File: src/rtl/uart_tx_arbiter.sv
// uart_tx_arbiter: round-robin, packet-granular sharing of one uart_tx among
// NUM_REQ byte-stream requesters. Holds the grant until the owner's last byte
// has left the UART, and revokes it if the owner stalls mid-packet.
module uart_tx_arbiter #(
  parameter int NUM_REQ     = 2,
  parameter int GAP_TIMEOUT = 1024,
  parameter int BUSY_GUARD  = 4
) (
  input  logic                 clk,
  input  logic                 rst_n,
  input  logic [NUM_REQ-1:0]   req_valid,
  input  logic [8*NUM_REQ-1:0] req_data,
  input  logic [NUM_REQ-1:0]   req_last,
  output logic [NUM_REQ-1:0]   req_ready,
  output logic [NUM_REQ-1:0]   grant,
  output logic [7:0]           tx_data,
  output logic                 tx_send,
  input  logic                 tx_busy,
  output logic                 timeout_err
);

  localparam int IDXW = (NUM_REQ > 1) ? $clog2(NUM_REQ) : 1;
  localparam int GAPW = $clog2(GAP_TIMEOUT + 1);
  localparam int GRDW = $clog2(BUSY_GUARD + 1);
  localparam logic [GAPW-1:0] GAP_LAST = GAPW'(GAP_TIMEOUT - 1);
  localparam logic [GRDW-1:0] GRD_LAST = GRDW'(BUSY_GUARD - 1);
  localparam logic [IDXW-1:0] RR_INIT  = IDXW'(NUM_REQ - 1);

  typedef enum logic [1:0] {IDLE, SEND, WAIT_HI, WAIT_LO} state_t;

  state_t              state_q, state_d;
  logic [NUM_REQ-1:0]  grant_q, grant_d;
  logic [IDXW-1:0]     gidx_q, gidx_d;
  logic [IDXW-1:0]     rr_q, rr_d;
  logic [7:0]          tx_data_q, tx_data_d;
  logic                tx_send_q, tx_send_d;
  logic                last_q, last_d;
  logic [GAPW-1:0]     gap_q, gap_d;
  logic [GRDW-1:0]     guard_q, guard_d;
  logic                timeout_q, timeout_d;

  logic                sel_valid, sel_last, hs;
  logic [7:0]          sel_data;
  logic                pick_found;
  logic [IDXW-1:0]     pick_idx, cidx;

  assign sel_valid = req_valid[gidx_q];
  assign sel_last  = req_last[gidx_q];
  assign sel_data  = req_data[8*gidx_q +: 8];
  assign hs        = (state_q == SEND) && sel_valid && !tx_busy;

  // Round-robin pick: first valid lane after the last served one.
  always_comb begin
    pick_found = 1'b0;
    pick_idx   = '0;
    cidx       = '0;
    for (int unsigned k = 1; k <= NUM_REQ; k++) begin
      cidx = IDXW'((32'(rr_q) + k) % NUM_REQ);
      if (!pick_found && req_valid[cidx]) begin
        pick_found = 1'b1;
        pick_idx   = cidx;
      end
    end
  end

  // Only the granted lane may see ready, and only while the UART is free.
  always_comb begin
    req_ready = '0;
    if (state_q == SEND && !tx_busy) req_ready = grant_q & req_valid;
  end

  // Next-state logic for the packet FSM and its counters.
  always_comb begin
    state_d   = state_q;
    grant_d   = grant_q;
    gidx_d    = gidx_q;
    rr_d      = rr_q;
    tx_data_d = tx_data_q;
    tx_send_d = 1'b0;
    last_d    = last_q;
    gap_d     = gap_q;
    guard_d   = guard_q;
    timeout_d = 1'b0;
    case (state_q)
      IDLE: begin
        if (pick_found) begin
          grant_d           = '0;
          grant_d[pick_idx] = 1'b1;
          gidx_d            = pick_idx;
          gap_d             = '0;
          state_d           = SEND;
        end
      end
      SEND: begin
        if (hs) begin
          tx_data_d = sel_data;
          tx_send_d = 1'b1;
          last_d    = sel_last;
          gap_d     = '0;
          guard_d   = '0;
          state_d   = WAIT_HI;
        end else if (gap_q >= GAP_LAST) begin
          grant_d   = '0;
          timeout_d = 1'b1;
          rr_d      = gidx_q;
          gap_d     = '0;
          state_d   = IDLE;
        end else begin
          gap_d = gap_q + 1'b1;
        end
      end
      WAIT_HI: begin
        if (tx_busy || guard_q >= GRD_LAST) state_d = WAIT_LO;
        else                                guard_d = guard_q + 1'b1;
      end
      WAIT_LO: begin
        if (!tx_busy) begin
          if (last_q) begin
            rr_d    = gidx_q;
            grant_d = '0;
            state_d = IDLE;
          end else begin
            state_d = SEND;
          end
        end
      end
      default: state_d = IDLE;
    endcase
  end

  // State and registered outputs; reset drops any packet in flight.
  always_ff @(posedge clk or negedge rst_n) begin
    if (!rst_n) begin
      state_q   <= IDLE;
      grant_q   <= '0;
      gidx_q    <= '0;
      rr_q      <= RR_INIT;
      tx_data_q <= '0;
      tx_send_q <= 1'b0;
      last_q    <= 1'b0;
      gap_q     <= '0;
      guard_q   <= '0;
      timeout_q <= 1'b0;
    end else begin
      state_q   <= state_d;
      grant_q   <= grant_d;
      gidx_q    <= gidx_d;
      rr_q      <= rr_d;
      tx_data_q <= tx_data_d;
      tx_send_q <= tx_send_d;
      last_q    <= last_d;
      gap_q     <= gap_d;
      guard_q   <= guard_d;
      timeout_q <= timeout_d;
    end
  end

  assign grant       = grant_q;
  assign tx_data     = tx_data_q;
  assign tx_send     = tx_send_q;
  assign timeout_err = timeout_q;

endmodule

File: config.mk
export PLATFORM = sky130hd
export DESIGN_NAME = uart_tx_arbiter
export DESIGN_NICKNAME = d
export VERILOG_FILES = /design/src/rtl/uart_tx_arbiter.sv
export SDC_FILE = /design/constraint.sdc
export NUM_CORES = 1
export LEC_CHECK = 0
export ABC_CLOCK_PERIOD_IN_PS = 3250
export CAP_MARGIN = 0
export CORE_AREA = 2 2 76 78
export CTS_CLUSTER_SIZE = 16
export DETAILED_ROUTE_END_ITERATION = 7
export DIE_AREA = 0 0 78 80
export PLACE_DENSITY = 0.57
export REMOVE_ABC_BUFFERS = 1
export SYNTH_ARGS = -nofsm -noshare
export SYNTH_HDL_FRONTEND = slang
export SYNTH_SLANG_ARGS = --single-unit
File: constraint.sdc
create_clock -name clk -period 3.25 [get_ports clk]
set_input_delay 0.65 -clock clk [delete_from_list [all_inputs] [get_ports clk]]
set_output_delay 0.65 -clock clk [all_outputs]
set_load 0.005 [all_outputs]
==> reports/metrics.yaml <==
finalCriticalPeriod_ns: 2.79
cts_resized: 0
hold_buffers: 0
cts_root_buf: "clkbuf_8"
synth.most_common_cell: "dfrtp_1"
worstPathRequired_ns: 2.60
drt-initial-drc-count: 102
grt_busiest_layer: "met2"
power-per-cell-area_nw_per_um2: 739
yosys.area.top_type_share_pct: 47.3
gp_congestion: 0.694
grt_pass1_vias: 1295
use_met1_pct: 16.5
syn_area_per_cell_sq_um: 9.74
start_kind: "primary input"
synth.area.top_cells: "dfrtp_1, mux2i_1, o21ai_0"
ioPinCount: 37
setup_viol: 0
wire_per_inst_um: 13.3
synth_edf_count: 0
die-area_sq_um: 6240
dr.pass1.iters: 4
fmax_ghz: 0.359
fp-row-count: 27
vias: 1342
reg2reg_depth: 5
grtUsageMet3_pct: 4.07
drive_above_1_share_pct: 8.87
ys.flop_type: "dfrtp_1"
grt_max_degree: 32
port_buffers: 36
ys.warnings.count: 0
tightest_slew_ns: 0.598
dp_hpwl_mm: 2.65
min_from: "tx_data[2]$_DFFE_PN0P_"
initial_core_util_pct: 29.4
tns_ns: 0
totalWireLength_mm: 3.66
ff2ff_setup_slack_ns: 1.16
die_y_um: 80
syn2layout_area_growth_pct: 32.2
grt_use_total_pct: 12.9
critical_path_class: "primary input to output port"
htreeDepth: 2
viasPerCell: 4.88
peakVddDrop_mv: 0.220
hold_path_end: "tx_data[2]$_DFFE_PN0P_"
drc: 0
hold_class: "register to register"
synth_area_leader_cell: "dfrtp_1"
hold-path-cell-count: 2
syn_inst: 163
slew_violations: 0
hold_violations: 0
numCtsBuffers: 5
ys_types: 42
die_x_um: 78
leakage_nw: 0.885
clock_path_buffers: 2
synth-seq-cells: 31
rsz0062_at_grt: "false"
post-cts-setup-buffers: 0
r2r-start: "gidx_q$_DFFE_PN0P_"
path_clk_slew_ns: 0.06
clk_latency_ns: 0.28
drv_cap: 0
grt.overflow.total: 0
synth_common_cells: "dfrtp_1, nand2_1, o21ai_0"
cts_tree: "built"
crit_fanout: 4
cp-end-kind: "output port"
antenna_found_initial: 0
fill_cells: 552
arrival_ns: 2.14
r2r-end: "gap_q[7]$_DFFE_PN0P_"
seq_area_frac_synth_pct: 48.9
synth-async-reset-ratio_pct: 100
antenna_cells: 0
grt_pass1_wl_mm: 6.31
nets: 228
post_dp_cell_area_sq_um: 2020
min_period_over_period_pct: 85.7
core_sq_um: 5410
status: "completed"
fin_area_sq_um: 2100
cts_sinks: 31
antenna_left: 0
met2_usage_pct: 20.9
finClkSkew_ns: 0.00776
syn_area_sq_um: 1590
relSlewSlack_pct: 60.1
## critical path, cell delays in order
cell and delay, ns:
clkdlybuf4s50_1 0.48, nor3b_2 0.32, and3_1 0.19, clkdlybuf4s50_1 0.49
## layout by cell type, fill, tap and decap left out, types with 2 or more instances in the layout
cell type and count:
clkdlybuf4s50_1 36, dfrtp_1 30, nand2_1 18, o21ai_0 14, inv_1 12, mux2i_1 10
nand3_1 10, a21oi_1 6, nor2_1 6, o22ai_1 6, a31oi_1 5, clkbuf_8 5
nand4_1 4, and3_1 3, nor3_1 3, ha_1 3, or2_2 2, or3_1 2
o311ai_1 2, nand2b_1 2, clkbuf_1 2
## layer usage
layer	vias up	part of all wire [%]
li1	671	-
met1	632	47
met2	33	46
met3	6	6.0
met4	0	1.1
met5	-	0
## power breakdown
group,internal [mW],total (mW),leakage [nW],switching (mW)
clock,0.150,0.286,0.0422,0.136
sequential,0.511,0.647,0.404,0.135
combinational,0.322,0.620,0.439,0.297
total,0.983,1.55,0.885,0.568
## cell type report
type / instances / area, sq um / share of cell area (%)
repair buffers: 37 / 368 / 17.5
clock inverters: 1 / 5.00 / 0.238
multi-input cells: 114 / 734 / 35.0
flip-flops and latches: 31 / 777 / 37.0
well taps: 72 / 90.1 / 4.29
clock buffers: 7 / 76.3 / 3.64
inverters: 13 / 48.8 / 2.32
## logic make-up (layout without fill, tap and decap cells)
logic type | count (synthesis) | count (layout) | synth area share (%)
flip-flops | 31 | 31 | 48.9
multiplexers | 12 | 12 | 7.96
AND/OR/NAND/NOR | 57 | 57 | 18.6
adder cells (fa/ha/maj) | 3 | 3 | 2.36
AO/OA/AOI/OAI | 42 | 42 | 17.3
buffers and inverters | 18 | 58 | 4.81
## sequential cells by signal (all words and copies together), names as in the netlist, named ones only
register     count
state_q          1
timeout_err      1
tx_data          8
gap_q           11
tx_send          1
gidx_q           1
grant            2
rr_q             1
guard_q          3
last_q           1
## per-stage QoR
step	hold WS (ns)	util, %	power (mW)	cells	worst slack [ns]
floorplan	0.354	-	1.00	158	1.42
global placement	0.464	37.3	1.27	267	0.491
detailed placement	0.472	37.3	1.28	267	0.455
CTS	0.487	38.8	1.57	275	0.449
global route	0.501	38.8	1.68	275	0.395
finish	0.480	38.8	1.55	275	0.464
## worst max path at each step
stage / from / end / slack, ns / cells past startpoint
2_1_floorplan: gidx_q$_DFFE_PN0P_ / gap_q[7]$_DFFE_PN0P_ / 1.42 / 5
3_3_place_gp: tx_busy / req_ready[1] / 0.49 / 4
3_5_place_dp: tx_busy / req_ready[0] / 0.45 / 4
4_1_cts: tx_busy / req_ready[0] / 0.45 / 4
5_1_grt: tx_busy / req_ready[0] / 0.40 / 4
6_report: tx_busy / req_ready[0] / 0.46 / 4
Note: power is estimated with default switching activity, not from simulation.
==> edit, RTL diff (same settings) <==
`NUM_REQ`: 2 -> 4.
--- a/src/rtl/uart_tx_arbiter.sv
+++ b/src/rtl/uart_tx_arbiter.sv
@@ -2,7 +2,7 @@
 // NUM_REQ byte-stream requesters. Holds the grant until the owner's last byte
 // has left the UART, and revokes it if the owner stalls mid-packet.
 module uart_tx_arbiter #(
-  parameter int NUM_REQ     = 2,
+  parameter int NUM_REQ     = 4,
   parameter int GAP_TIMEOUT = 1024,
   parameter int BUSY_GUARD  = 4
 ) (
Interface: changed (5 resized); port bits go from 37 to 61. No check against the original RTL was run, so the function may have changed too.
==> edit against the unedited design <==
Power rose by 28%. Sequential cell count up 4. Fmax shrank 3.2%. Final area up 30%. Combinational power is 48% higher. First-iteration DRC count decreased by 33%. Area after synthesis increased by 25%. Worst setup slack got worse by 0.092 ns. Wire length up 26%.
==> edit: results (changes against the unedited design) <==
Place
  – Hpwl dp: 3360 um (+27%)
  – DP Worst Slack: 0.364 ns (-0.0902 ns)
  – Routability Congestion: 0.755 (+8.9%)
  – Dpl cell area: 0.00265 mm2 (+31%)
  – Port bufs: 60 (+67%)

Logic synthesis
  – Yosys cell types: 46 (+9.5%)
  – Async SR Flop Fraction: 100% (unchanged)
  – EDFF count, synth: 0 (unchanged)
  – Dominant synthesized flop cell: dfrtp_1
  – Seq/Total Area, Yosys: 44.3% (-4.6 points)
  – Post-synth top cells: dfrtp_1, nand2_1, o21ai_0, a21oi_1, mux2_2
  – Synth top area cells: dfrtp_1, mux4_2, mux2_2

Global route
  – Largest net degree at the start of global routing: 36 (+13%)
  – First-pass GRT wire length: 7920 um (+26%)
  – GRT Total Usage: 16.1% (+3.2 points)
  – Initial antenna violation count: 0 (unchanged)

Clock network
  – H-tree levels: 2 (unchanged)
  – Worst-path clk slew: 0.08 ns (+0.02 ns)
  – Root Buffer: clkbuf_8
  – Bufs on Longest Clock Path: 2 (unchanged)
  – CTS resizes: 0 (unchanged)
  – Post-CTS setup buffer count: 0 (unchanged)
  – CTS buffer count: 5 (unchanged)
  – Clk Latency, worst-skew pair: 0.29 ns

Cells and area
  – Largest register FFs: 11 (unchanged)
  – Area Overhead vs Synth: 38.2%
  – Fillers: 500 (-9.4%)
  – Fin nets: 286 (+25%)
  – Diodes inserted: 0 (unchanged)
  – Fraction of layout cells with a size suffix above 1: 19.1% (+10 points)
  – Largest register by flop count: gap_q

Setup path
  – Critical Path Source: tx_busy
  – CP max stage cell: clkdlybuf4s50_1
  – R2R Path Start: gidx_q[0]
  – R2R depth: 6 (+1)
  – Worst path max stage delay: 0.49 ns (about the same)
  – Worst R2R End: gap_q[3]
  – Max FO, Critical Path: 5 (+1)
  – Worst Setup EP: req_ready[0]
  – Crit path DAT: 2.23 ns (+0.09 ns)

Timing
  – Worst hold margin: 0.438 ns (-0.0414 ns)
  – Worst slew margin: 46.9% (-13 points)
  – Clock skew: 0.0105 ns (+0.00277 ns)

Status
  – Outcome: completed

Pwr
  – LEAKAGE: 1.11 nW (+26%)
  – Max IR drop VDD: 0.298 mV (+36%)

Drt
  – DR vias/cell: 5.20 (+6.6%)
  – DRT Wirelength: 4610 um (+26%)
  – 1st-iter DRT viols: 68 (-33%)
  – Pre-Repair DR Iteration Count: 4 (unchanged)

Worst hold path
  – Worst Hold Class: input port to async pin
## edit: cell families after synthesis
kind of cell | after synthesis | share of synthesized area [%]
xor+xnor | 4 | 1.77
flops | 35 | 44.3
mux | 23 | 18.6
simple gates | 53 | 14.3
buf+inv | 16 | 3.73
compound gates | 43 | 15.3
fa+ha+maj | 3 | 1.90
## edit: layout make-up
type / count / area (um2) / share of cell area, %
Clock buffer: 5 / 68.8 / 2.51
Clock inverter: 3 / 20.0 / 0.731
Tap cell: 72 / 90.1 / 3.29
Multi-Input combinational cell: 126 / 1030 / 37.6
Sequential cell: 35 / 878 / 32.1
Timing Repair Buffer: 63 / 618 / 22.6
Inverter: 9 / 33.8 / 1.23
## edit: worst min path at each step
stage / start / to / cells after the start
global route: rst_n / tx_data[2] / 1
global placement: grant[1] / grant[1] / 2
floorplan: rst_n / async pin / 0
CTS: rst_n / tx_data[2] / 1
finish: rst_n / tx_data[2] / 1
detailed placement: grant[3] / grant[3] / 2
## edit: metal layers
layer  GRT usage (%)  up-vias  share of wire [%]
met5               0        -                  0
met4            4.74        0                1.3
met3            4.30        6                6.5
met2            25.9       47                 47
met1            21.5      796                 45
li1                -      780                  -
## edit: critical path: cells and delay by family
kind / cells / cell delay, ns
buffers and inverters: 2 / 0.96
and+or+nand+nor: 2 / 0.61
## edit: through the flow
stage	power [W]	instances
6_report	0.00198	313
3_3_place_gp	0.00169	305
3_5_place_dp	0.00169	305
4_1_cts	0.00201	313
2_1_floorplan	0.00130	170
5_1_grt	0.00215	313
## edit: report_power, final
| group | total (W) | internal [W] | switching [W] | leakage, nW |
|---|---|---|---|---|
| Combinational | 0.000918 | 0.000510 | 0.000408 | 0.627 |
| Sequential | 0.000751 | 0.000593 | 0.000158 | 0.444 |
| Clock | 0.000316 | 0.000149 | 0.000167 | 0.0402 |
